File: src/rtl/xor_pkg.sv
// Shared widths and types for the registered XOR slice.
package xor_pkg;

  localparam int XOR_WIDTH = 32;
  localparam int ONES_W    = $clog2(XOR_WIDTH + 1);

  typedef logic [XOR_WIDTH-1:0] word_t;
  typedef logic [ONES_W-1:0]    ones_t;

endpackage

File: src/rtl/xor_32_popcount32.sv
// Combinational adder tree counting set bits of a 32-bit word.
// Five levels: 1b+1b, 2b+2b, 3b+3b, 4b+4b, 5b+5b.
module popcount32
  import xor_pkg::*;
(
  input  word_t word,
  output ones_t count
);

  logic [1:0] l1 [16];
  logic [2:0] l2 [8];
  logic [3:0] l3 [4];
  logic [4:0] l4 [2];

  genvar i;

  generate
    for (i = 0; i < 16; i++) begin : g_l1
      assign l1[i] = {1'b0, word[2*i]}
                   + {1'b0, word[2*i+1]};
    end

    for (i = 0; i < 8; i++) begin : g_l2
      assign l2[i] = {1'b0, l1[2*i]}
                   + {1'b0, l1[2*i+1]};
    end

    for (i = 0; i < 4; i++) begin : g_l3
      assign l3[i] = {1'b0, l2[2*i]}
                   + {1'b0, l2[2*i+1]};
    end

    for (i = 0; i < 2; i++) begin : g_l4
      assign l4[i] = {1'b0, l3[2*i]}
                   + {1'b0, l3[2*i+1]};
    end
  endgenerate

  assign count = {1'b0, l4[0]}
               + {1'b0, l4[1]};

endmodule

File: src/rtl/xor_32.sv
// Registered bitwise XOR with zero, parity and popcount flags.
// One-cycle latency, one result per clock, no backpressure.
module xor_32
  import xor_pkg::*;
#(
  parameter int WIDTH = XOR_WIDTH
) (
  input  logic             clk,
  input  logic             rst,
  input  logic [WIDTH-1:0] a,
  input  logic [WIDTH-1:0] b,
  input  logic             in_valid,
  output logic [WIDTH-1:0] y,
  output logic             out_valid,
  output logic             zero,
  output logic             parity,
  output logic [5:0]       ones
);

  logic [WIDTH-1:0] res;
  logic             res_zero;
  logic             res_par;
  ones_t            res_ones;

  assign res      = a ^ b;
  assign res_par  = ^res;
  assign res_zero = (res == '0);

  popcount32 u_pop (
    .word  (word_t'(res)),
    .count (res_ones)
  );

  always_ff @(posedge clk or posedge rst) begin
    if (rst) begin
      y         <= '0;
      zero      <= 1'b0;
      parity    <= 1'b0;
      ones      <= '0;
      out_valid <= 1'b0;
    end else begin
      out_valid <= in_valid;
      if (in_valid) begin
        y      <= res;
        zero   <= res_zero;
        parity <= res_par;
        ones   <= res_ones;
      end
    end
  end

endmodule

File: config.mk
export PLATFORM = sky130hd
export DESIGN_NAME = xor_32
export DESIGN_NICKNAME = d
export VERILOG_FILES = /design/src/rtl/xor_pkg.sv /design/src/rtl/xor_32_popcount32.sv /design/src/rtl/xor_32.sv
export SDC_FILE = /design/constraint.sdc
export NUM_CORES = 1
export LEC_CHECK = 0
export CORE_ASPECT_RATIO = 1.75
export CORE_MARGIN = 3
export CORE_UTILIZATION = 48
export CTS_CLUSTER_SIZE = 16
export DETAILED_ROUTE_END_ITERATION = 10
export HOLD_SLACK_MARGIN = 0.1
export PLACE_DENSITY = 0.86
export SETUP_SLACK_MARGIN = 0.2
export SLEW_MARGIN = 20
export SYNTH_ARGS = -nofsm -noshare
export SYNTH_HDL_FRONTEND = slang
export SYNTH_SLANG_ARGS = --single-unit
File: constraint.sdc
create_clock -name clk -period 2.7 [get_ports clk]
set_input_delay 0.54 -clock clk [delete_from_list [all_inputs] [get_ports clk]]
set_output_delay 0.54 -clock clk [all_outputs]
set_load 0.01 [all_outputs]
==> impl_metrics.py <==
metrics = {
    "logic_synthesis": {
        "yosysWarnings": 0,
        "ys_seq_area_share_pct": 36.1,
        "synth_compound_area_share_pct": 7.30,
        "synthMuxAreaShare_pct": 1.98,
        "synthAdderAreaFrac_pct": 27.5,
        "syn-num-nets": 384,
        "syn_area_um2": 2840,
        "netlist_instances": 269,
        "synth_xor_area_share_pct": 15.4,
        "ys_seq_elements": 41,
        "synth_simple_gate_area_share_pct": 5.81,
        "ys_types": 18,
        "synth_top_family_by_area": "adder cells",
        "synth.avg_cell_area_um2": 10.6,
    },
    "drt": {
        "drc": 0,
        "vias_per_cell": 5.22,
        "wl_um": 10100,
        "first_iter_violations": 138,
        "firstDrtPassIters": 4,
        "post_drt_wl_per_cell_um": 20.0,
        "vias": 2648,
        "postRouteAntennaNets": 0,
    },
    "critical_path": {
        "cp-end-kind": "flop",
        "cp_top_family": "adder cells",
        "cpPeakStageDelay_ns": 0.57,
        "crit_type": "input pin to flop",
        "worst-path-stages": 19,
        "slowest_stage": "fa_1",
        "reg2reg_depth": 1,
        "cp.required_ns": 2.89,
        "crit_end": "ones[4]",
        "cp-start-kind": "input pin",
        "path_max_fanout": 2,
        "reg2reg_to": "ones[0]",
        "cp.buffers_inverters": 6,
        "crit_chain": "buf_2 -> xnor2_4 -> fa_1 -> fa_1 -> inv_1 -> fa_1 -> inv_1 -> fa_1 -> fa_1 -> fa_1 -> inv_2 -> ha_4 -> inv_4 -> fa_2 -> inv_1 -> a21o_1 -> a21oi_2 -> xnor2_2 -> mux2_4",
        "crit_arrival_ns": 5.26,
        "r2r-start": "ones[0]",
        "cp_common_cell": "fa_1",
        "regToRegSetupSlack_ns": 1.92,
        "crit_start": "a[23]",
    },
    "clock_network": {
        "ctsHtreeMaxLevel": 2,
        "clockBufferDepth": 2,
        "cts_hold_buf": 0,
        "cts_root_buf": "clkbuf_8",
        "cts-buffers-inserted": 5,
        "clock-sinks": 41,
        "clock_latency_ns": 0.30,
        "cts_tree": "yes",
        "cts.clk_slew.worst_paths_ns": 0.08,
    },
    "placement": {
        "dp_hpwl_um": 7530,
        "dp_slack_ns": -3.03,
        "place_congestion": 0.838,
        "dpl_cell_area_um2": 4560,
        "port_buffers": 107,
    },
    "timing": {
        "worstMarginPinSlew_ns": 0.720,
        "setup_viol": 6,
        "slew_viol_final": 0,
        "fmax_ghz": 0.197,
        "holdWs_ns": 0.520,
        "grt_setup_unrepaired": "yes",
        "skew_ns": 0,
        "final.setup.worst_slack_ns": -2.36,
        "hold_violations": 0,
        "slew_headroom_pct": 52.0,
        "finalCritPeriodShare_pct": 188,
        "fin_crit_ns": 5.06,
    },
    "power_and_ir_drop": {
        "p_leak_uw": 0.00215,
        "power.density_nw_per_um2": 1410,
        "total_power_uw": 6600,
        "vdd.ir_drop.worst_v": 0.00191,
    },
    "global_route": {
        "gr-usage-met2_pct": 58.0,
        "use_met3_pct": 5.33,
        "use_met1_pct": 28.2,
        "grtUsageTotal_pct": 30.5,
        "grt_overflow": 0,
        "grt_pass1_wl_um": 15400,
        "top_usage_layer": "met2",
        "grt_pass1_vias": 3021,
        "antenna_found_initial": 0,
        "grt_max_degree": 38,
    },
    "layout": {
        "nets": 545,
        "diodes": 0,
        "syn_to_final_growth_pct": 64.2,
        "fin_area_um2": 4670,
        "layout-drive-gt1-share_pct": 31.8,
        "final_common_cell": "clkdlybuf4s50_1",
        "mostFrequentLayoutCells": "clkdlybuf4s50_1, buf_4, dfrtp_1",
    },
    "run_status": {
        "violations": "setup timing",
        "run_status": "complete, but fails checks",
    },
    "hold_path": {
        "min_path_type": "flop to flop",
    },
    "floorplan": {
        "die_w_um": 64.2,
        "dieArea_um2": 6920,
        "initial_core_util_pct": 50.1,
        "row_count": 36,
        "die_y_um": 108,
        "core-area_um2": 5680,
        "ios": 108,
    },
    "job": {
        "cap_violations": 0,
    },
}
registers in the layout (all words and copies together) (netlist names):
register   cells
y             32
parity         1
out_valid      1
ones           6
zero           1
kinds of logic after synthesis:
family	Yosys count
xor gates and xnor gates	50
AOI/OAI and AO/OA	40
adders and majority gates	48
and+or+nand+nor	40
DFF	41
buffers and inverters	45
muxes	5
Yosys cell counts, drive strengths merged:
cell / number / share of area [%]
mux2: 5 / 2.0
clkbuf: 3 / 0.40
o211ai: 1 / 0.26
a21oi: 36 / 6.3
nor2b: 1 / 0.22
nor2: 34 / 4.5
o21ai: 1 / 0.18
fa: 24 / 17
xor2: 2 / 0.62
buf: 5 / 0.70
a21o: 2 / 0.53
dfrtp: 41 / 36
nand4: 4 / 0.88
inv: 37 / 4.9
nor4: 1 / 0.22
ha: 24 / 11
xnor2: 48 / 15
metrics by stage:
step / utilization [%] / setup TNS (ns) / cells
finish: 82.3 / -12.57 / 507
global route: 82.3 / -13.19 / 507
CTS: 82.2 / -13.14 / 503
detailed placement: 80.4 / -16.92 / 489
global placement: 80.4 / -16.15 / 489
floorplan: - / -11.94 / 269
layout make-up:
type                            instances  area, µm²
Multi-Input combinational cell        183       1940
Timing Repair Buffer                  162       1380
Sequential cell                        41       1030
Fill cell                             312       1000
Inverter                               37        141
Tap cell                               76       95.1
Clock buffer                            6       72.6
Clock inverter                          2       10.0
repair_timing:
item / CTS / global route
endpoints found under the setup margin: 6 / 7
pin swaps: 36 / 35
setup buffers: 6 / 4
hold endpoints to repair: 0 / 0
gates resized for setup: 101 / 44
cloned: 0 / 0
routing by layer:
| metal | up-vias | routed length [µm] |
|---|---|---|
| met5 | - | 0 |
| met4 | 0 | 720 |
| met3 | 55 | 434 |
| met2 | 135 | 5890 |
| met1 | 1288 | 3090 |
| li1 | 1170 | - |
how the worst min path moves through the flow:
stage / cells past startpoint / slack, ns / to / startpoint
2_1_floorplan: 2 / 0.54 / ones[5] / ones[5]
3_3_place_gp: 1 / 0.49 / zero / zero
3_5_place_dp: 1 / 0.51 / ones[2] / ones[2]
4_1_cts: 1 / 0.53 / ones[2] / ones[2]
5_1_grt: 1 / 0.53 / ones[2] / ones[2]
6_report: 1 / 0.52 / ones[2] / ones[2]
report_power, final:
| part | switching (µW) | internal [µW] |
|---|---|---|
| Sequential | 67.2 | 758 |
| Clock | 227 | 180 |
| Combinational | 2530 | 2840 |
| Total | 2820 | 3780 |
Note: power is estimated with default switching activity, not from simulation.
